File: src/rtl/complement32_unit.sv
// Registered complement unit: negate, ones' complement, abs, pass-through.
// Define COMPLEMENT32_SAT_EN to saturate overflowing results to max positive.
module complement32_unit #(
    parameter int WIDTH = 32
) (
    input  logic             clk,
    input  logic             rst_n,
    input  logic             in_valid,
    input  logic [1:0]       mode,
    input  logic [WIDTH-1:0] din,
    output logic             out_valid,
    output logic [WIDTH-1:0] dout,
    output logic             ovf,
    output logic             zero,
    output logic             neg
);

    localparam logic [1:0] M_NEG  = 2'b00;
    localparam logic [1:0] M_INV  = 2'b01;
    localparam logic [1:0] M_ABS  = 2'b10;
    localparam logic [1:0] M_PASS = 2'b11;

    localparam logic [WIDTH-1:0] MIN_NEG = {1'b1, {(WIDTH-1){1'b0}}};
    localparam logic [WIDTH-1:0] MAX_POS = {1'b0, {(WIDTH-1){1'b1}}};

    logic [WIDTH-1:0] inv;
    logic [WIDTH-1:0] negated;
    logic [WIDTH-1:0] res;
    logic             res_ovf;

    assign inv     = ~din;
    assign negated = inv + 1'b1;

    always_comb begin
        res     = din;
        res_ovf = 1'b0;
        unique case (mode)
            M_NEG:  res = negated;
            M_INV:  res = inv;
            M_ABS:  res = din[WIDTH-1] ? negated : din;
            M_PASS: res = din;
            default: res = din;
        endcase
        // Only the most-negative value has no positive counterpart
        if ((mode == M_NEG || mode == M_ABS) && din == MIN_NEG) begin
            res_ovf = 1'b1;
`ifdef COMPLEMENT32_SAT_EN
            res = MAX_POS;
`else
            res = MIN_NEG;
`endif
        end
    end

    always_ff @(posedge clk) begin
        if (!rst_n) begin
            out_valid <= 1'b0;
            dout      <= '0;
            ovf       <= 1'b0;
            zero      <= 1'b0;
            neg       <= 1'b0;
        end else begin
            out_valid <= in_valid;
            if (in_valid) begin
                dout <= res;
                ovf  <= res_ovf;
                zero <= (res == '0);
                neg  <= res[WIDTH-1];
            end
        end
    end

endmodule

File: config.mk
export PLATFORM = sky130hd
export DESIGN_NAME = complement32_unit
export DESIGN_NICKNAME = d
export VERILOG_FILES = /design/src/rtl/complement32_unit.sv
export SDC_FILE = /design/constraint.sdc
export NUM_CORES = 1
export LEC_CHECK = 0
export CORE_MARGIN = 2
export CORE_UTILIZATION = 51
export CTS_BUF_LIST = sky130_fd_sc_hd__clkbuf_16
export CTS_CLUSTER_DIAMETER = 30
export DETAILED_ROUTE_END_ITERATION = 7
export PLACE_DENSITY = 0.84
export SLEW_MARGIN = 20
export SYNTH_ARGS = -nofsm -noshare
export SYNTH_HDL_FRONTEND = slang
export SYNTH_SLANG_ARGS = --single-unit
File: constraint.sdc
create_clock -name clk -period 7.9 [get_ports clk]
set_input_delay 1.975 -clock clk [delete_from_list [all_inputs] [get_ports clk]]
set_output_delay 1.975 -clock clk [all_outputs]
set_load 0.01 [all_outputs]
# ---- Word level (Yosys, flattened, before mapping)
# Index checks and enable logic that the tools add are counted.
dict set report word_totals {
  register_bits 36
  in_bits 37
  output_inout_bits 36
  wordCells 19
}
dict set report classes {
  addsub 1
  eq_ne 4
  muxes 4
  n_bitwise 1
  n_reduce_logical 4
}
# operator count
set op_table {}
lappend op_table {{32-bit case mux with 4 select lines} 1}
lappend op_table {{32-bit 2-to-1 mux} 2}
lappend op_table {{32-bit by 1-bit adder with 32-bit output (second input constant)} 1}
lappend op_table {{32-bit equality test (second input constant)} 1}
lappend op_table {{32-bit logical NOT} 1}
lappend op_table {{32-bit inverter} 1}
lappend op_table {{2-bit equality test (second input constant)} 2}
lappend op_table {{2-bit by 1-bit equality test with 1-bit output (second input constant)} 1}
lappend op_table {{2-bit logical NOT} 1}
lappend op_table {{1-bit logical AND} 1}
lappend op_table {{1-bit logical OR} 1}
lappend op_table {{1-bit 2-to-1 mux} 1}

# ---- Longest topological paths before layout
dict set report depth {
  ltp_word 6
  depth_mapped 12
  ltp_nobuf 12
}

# ---- Worst setup path after synthesis
# No wires, ideal clock.
dict set report synth_timing {
  kind {input -> register}
  start {input port din[8]}
  end {register zero}
  setup_time_ns 0.117
  arrival_ns 3.852
  required_ns 7.783
  slack_ns 3.931
  path_stages 9
  path_buffers 0
  path_cell_list {or3_4 or4_4 nor4_1 ha_1 mux2i_1 o21ai_0 and4_1 nand4_1 o21ai_1}
}
dict set report synth_between {
  elab_chain_len 6
}
# item line_no
set synth_rtl {}
lappend synth_rtl {{start, declared} 10} ;# input logic [WIDTH-1:0] din,
lappend synth_rtl {{32-bit inverter} 31} ;# assign inv = ~din;
lappend synth_rtl {{32-bit by 1-bit adder with 32-bit output} 32} ;# assign negated = inv + 1'b1;
lappend synth_rtl {{32-bit 2-to-1 mux} 40} ;# M_ABS: res = din[WIDTH-1] ? negated : din;
lappend synth_rtl {{32-bit case mux with 4 select lines} 37} ;# unique case (mode)
lappend synth_rtl {{32-bit 2-to-1 mux *} 45} ;# if ((mode == M_NEG || mode == M_ABS) && din == MIN_NEG) begin
lappend synth_rtl {{32-bit logical NOT *} 67} ;# zero <= (res == '0);
lappend synth_rtl {{end signal, assigned} 67}
lappend synth_rtl {{end, declared} 14} ;# output logic zero,
# Mark *: on every way between the ends. The rest lies on a longest branch, timed or not.
# A chain may end at the register's enable or synchronous reset.

# ---- Final worst setup path
dict set report layout_timing {
  start {input port mode[0]}
  end {register zero}
}
dict set report layout_between {
  elab_chain_len 5
}
# item line_no
set layout_rtl {}
lappend layout_rtl {{start, declared} 9} ;# input logic [1:0] mode,
lappend layout_rtl {{branches (longest 3 deep; another with 32-bit case mux with 4 select lines)} --}
lappend layout_rtl {{32-bit 2-to-1 mux *} 45}
lappend layout_rtl {{32-bit logical NOT *} 67}
# Every way passes the cells marked *.

==> metrics.txt <==
# TYPE chip_impl_metric gauge
chip_impl_info{name="outcome",value="finished with violations"} 1
chip_impl_info{name="failed_checks",value="design-rule violations"} 1
chip_impl_metric{name="dpl.cell_count",unit=""} 386
chip_impl_metric{name="hold_buffers",unit=""} 0
chip_impl_info{name="yosys_most_used_dff",value="sky130_fd_sc_hd__dfxtp_1"} 1
chip_impl_metric{name="power_frac_seq",unit="%"} 35.4
chip_impl_info{name="timing.critical_path.cells",value="clkdlybuf4s50_1 -> nand2b_1 -> nand2_1 -> o21ai_0 -> xor2_1 -> nand4_1 -> nor4b_2 -> nand4bb_1 -> o21ai_1"} 1
chip_impl_info{name="startpoint_type",value="primary input"} 1
chip_impl_metric{name="synth_sequential_area_ratio",unit="%"} 29.9
chip_impl_metric{name="finalCoreUtilization",unit="%"} 73.2
chip_impl_metric{name="gpl.final_weighted_congestion",unit=""} 0.982
chip_impl_info{name="critPathKind",value="in -> reg"} 1
chip_impl_info{name="tritoncts",value="built"} 1
chip_impl_metric{name="postLayoutSetupSlackWorst",unit="ns"} 3.08
chip_impl_metric{name="drtAntennaViolNets",unit=""} 0
chip_impl_metric{name="postSynthCellCount",unit=""} 279
chip_impl_metric{name="dieWidth",unit="um"} 71.8
chip_impl_metric{name="hold_violations",unit=""} 0
chip_impl_info{name="critical-path-top-delay-family",value="simple AND/OR/NAND/NOR gates"} 1
chip_impl_info{name="yosysTopAreaCell",value="sky130_fd_sc_hd__dfxtp_1"} 1
chip_impl_metric{name="number_of_cts_inserted_buffers",unit=""} 5
chip_impl_metric{name="worstMarginPinSlew",unit="ns"} 0.895
chip_impl_metric{name="clkSlewWorstSetupHoldPaths",unit="ns"} 0.05
chip_impl_metric{name="first_global_vias",unit=""} 2167
chip_impl_metric{name="route.vias.total",unit=""} 2384
chip_impl_metric{name="numPortBuffers",unit=""} 72
chip_impl_metric{name="synth_largest_type_area_fraction",unit="%"} 29.9
chip_impl_metric{name="io_pins",unit=""} 73
chip_impl_metric{name="number_of_post_cts_setup_repair_buffers",unit=""} 0
chip_impl_info{name="holdCritStartpoint",value="dout[0]$_SDFFE_PN0P_"} 1
chip_impl_metric{name="comb_power_share",unit="%"} 25.0
chip_impl_metric{name="ys_seq_elements",unit=""} 35
chip_impl_metric{name="largest_stage_delay_on_the_critical_path",unit="ns"} 0.69
chip_impl_metric{name="synthesis.area",unit="um^2"} 2350
chip_impl_metric{name="synth_enable_flop_cells",unit=""} 0
chip_impl_metric{name="max-cap-violations",unit=""} 0
chip_impl_info{name="rsz0062_at_grt",value="no"} 1
chip_impl_info{name="min_path_type",value="reg -> reg"} 1
chip_impl_metric{name="period_minus_slack",unit="ns"} 4.82
chip_impl_metric{name="post_synth_xor_area_fraction",unit="%"} 10.8
chip_impl_metric{name="grt_first_pass_wirelength",unit="um"} 11100
chip_impl_metric{name="via_per_inst",unit=""} 6.05
chip_impl_metric{name="floorplan.rows",unit=""} 24
chip_impl_metric{name="area_delta_synth_final",unit="%"} 36.7
chip_impl_metric{name="antenna_found_initial",unit=""} 0
chip_impl_metric{name="final.period_utilization",unit="%"} 61.0
chip_impl_info{name="synthTopCellsByArea",value="sky130_fd_sc_hd__dfxtp_1 (30%), sky130_fd_sc_hd__xor2_1 (6.7%), sky130_fd_sc_hd__nor2_1 (6.1%)"} 1
chip_impl_metric{name="grt_overflow_total",unit=""} 0
chip_impl_metric{name="peakVddDrop",unit="V"} 0.0000907
chip_impl_metric{name="cellLeakagePower",unit="uW"} 0.00114
chip_impl_metric{name="post_drt_wl_per_cell",unit="um"} 17.6
chip_impl_metric{name="power.switching_fraction",unit="%"} 27.2
chip_impl_info{name="end_kind",value="register"} 1
chip_impl_metric{name="syn_area_per_cell",unit="um^2"} 8.41
chip_impl_metric{name="power-per-cell-area",unit="nW/um^2"} 173
chip_impl_metric{name="grtUsageTotal",unit="%"} 27.7
chip_impl_metric{name="fp.dieArea",unit="um^2"} 5160
chip_impl_metric{name="max_fclk",unit="GHz"} 0.208
chip_impl_metric{name="yosys.area_share.simple",unit="%"} 28.0
chip_impl_metric{name="initial_core_util",unit="%"} 53.5
chip_impl_metric{name="yosys.area_share.adder",unit="%"} 1.07
chip_impl_metric{name="slew_headroom",unit="%"} 39.8
chip_impl_metric{name="finish.cell_count_without_fillers",unit=""} 394
chip_impl_metric{name="tritoncts_num_sinks",unit=""} 35
chip_impl_metric{name="cts_max_path_buffers",unit=""} 2
chip_impl_metric{name="initialDrtViolationCount",unit=""} 248
chip_impl_metric{name="clock_tree.htree_level_count",unit=""} 2
chip_impl_metric{name="final_nets",unit=""} 380
chip_impl_metric{name="report.final.setup_viol",unit=""} 0
chip_impl_metric{name="dp_hpwl",unit="um"} 5300
chip_impl_metric{name="pre_cts_ws",unit="ns"} 2.88
chip_impl_info{name="synth_top_family_by_area",value="simple AND/OR/NAND/NOR gates"} 1
chip_impl_metric{name="finalWirelength",unit="um"} 6920
chip_impl_metric{name="fin_hold_ws",unit="ns"} 0.457
chip_impl_metric{name="worst_skew_pair.late_latency",unit="ns"} 0.27
chip_impl_info{name="timing.rr.start",value="dout[28]$_SDFFE_PN0P_"} 1
chip_impl_info{name="clock_tree.root_cell",value="sky130_fd_sc_hd__clkbuf_16"} 1
chip_impl_metric{name="synth_fp_nets",unit=""} 318
chip_impl_metric{name="synth_compound_area_share",unit="%"} 23.8
chip_impl_metric{name="first_pass_iters",unit=""} 6
chip_impl_metric{name="report.final.slew_viol_count",unit=""} 0
chip_impl_metric{name="drive_above_1_share",unit="%"} 8.48
chip_impl_metric{name="antenna_cells",unit=""} 0
chip_impl_info{name="setup.worst_path.start",value="mode[0]"} 1
chip_impl_metric{name="post_cts_resized",unit=""} 0
chip_impl_metric{name="clk_pwr_share",unit="%"} 39.6
chip_impl_metric{name="synth.lib_cells_used.distinct",unit=""} 60
chip_impl_metric{name="muxShareOfSynthArea",unit="%"} 1.28
chip_impl_metric{name="final_setup_tns",unit="ns"} 0
chip_impl_metric{name="fin_worst_skew",unit="ns"} 0
chip_impl_metric{name="grt_max_degree",unit=""} 40
chip_impl_metric{name="cell_internal_pwr",unit="uW"} 405
chip_impl_info{name="critical-path-slowest-cell",value="sky130_fd_sc_hd__clkdlybuf4s50_1"} 1
chip_impl_metric{name="drc",unit=""} 2
chip_impl_metric{name="chipHeight",unit="um"} 71.8
chip_impl_metric{name="cp.required",unit="ns"} 8.11
chip_impl_metric{name="cp.buffers_inverters",unit=""} 1
chip_impl_metric{name="async_flop_share",unit="%"} 0
chip_impl_metric{name="worstPathMaxFanout",unit=""} 21
chip_impl_metric{name="cp_data_arrival_time",unit="ns"} 5.03
chip_impl_metric{name="floorplan.core_area",unit="um^2"} 4380
chip_impl_metric{name="p_switching",unit="uW"} 151
chip_impl_metric{name="ys.warnings.count",unit=""} 0
## power groups by stage
stage | clock (uW) | sequential [uW] | combinational [uW]
2_1_floorplan | 0 | 206 | 63.0
5_1_grt | 229 | 198 | 150
4_1_cts | 220 | 197 | 139
6_report | 220 | 197 | 139
3_5_place_dp | 0 | 200 | 137
3_3_place_gp | 0 | 200 | 136
## through the flow
| step | area [um^2] | power, uW |
|---|---|---|
| floorplan | 2350 | 269 |
| global placement | 3050 | 336 |
| detailed placement | 3050 | 338 |
| CTS | 3210 | 556 |
| global route | 3210 | 576 |
| finish | 3210 | 556 |
## placed cells by master (no fill, tap or decap), drive strengths merged, types with 5 or more instances in the layout
master and count:
nor3 10, o31ai 5, xnor2 11, nand4 7, nor4 8, nand3 8
and2 8, o21ai 10, o41ai 7, a21oi 15, clkbuf 5, xor2 18
dfxtp 35, nand2 15, nor2 38, a211oi 12, inv 6, clkdlybuf4s50 72
o2bb2ai 7
## cells by family (layout without fill, tap and decap cells)
group,count (synthesis),count (layout)
AO/OA/AOI/OAI,72,72
AND/OR/NAND/NOR,113,113
adder cells (fa/ha/maj),2,2
multiplexers,3,3
buffers and inverters,25,88
flip-flops,35,35
XOR/XNOR,29,29
## worst paths after layout
kind	to	slack, ns	cells after the start
max	zero$_SDFFE_PN0P_	3.08	9
min	dout[0]$_SDFFE_PN0P_	0.46	2
max reg2reg	dout[28]$_SDFFE_PN0P_	7.07	2
min reg2reg	dout[0]$_SDFFE_PN0P_	0.46	2
## cell type report
type	count	area, um^2
sequential	35	701
tap	52	65.1
multi-input combinational	219	1530
timing repair buffer	73	728
clock inverter	3	38.8
inverter	7	26.3
fill	362	1170
clock buffer	5	125
## metal layers
layer / GRT usage, % / vias to the layer above / part of all wire (%)
li1: - / 1159 / -
met1: 40.5 / 1100 / 45
met2: 41.7 / 107 / 45
met3: 2.95 / 18 / 6.5
met4: 11.3 / 0 / 3.0
met5: 0 / - / 0
## state kept, by name, summed over array words and instances (netlist names)
register	flops
dout	32
out_valid	1
ovf	1
zero	1
## synthesized netlist by cell type (all sizes together) (3+ instances only)
master and n:
inv 6, a211oi 12, nand3 8, nand4 7, nor4 8, nor2 38, o21ai 10, and2 8
nand2b 3, or3 3, xnor2 11, a21oi 15, o2bb2ai 7, o41ai 7, o31ai 5, xor2 18
nor2b 3, clkbuf 9, buf 9, mux2i 3, nor3 10, nand2 15, dfxtp 35, or4 3
## worst reg2reg max path, stage by stage (launching register included)
cell,delay [ns]
sky130_fd_sc_hd__dfxtp_1,0.35
sky130_fd_sc_hd__nor2_1,0.05
sky130_fd_sc_hd__a211oi_1,0.30
(Power assumes the default switching activity.)
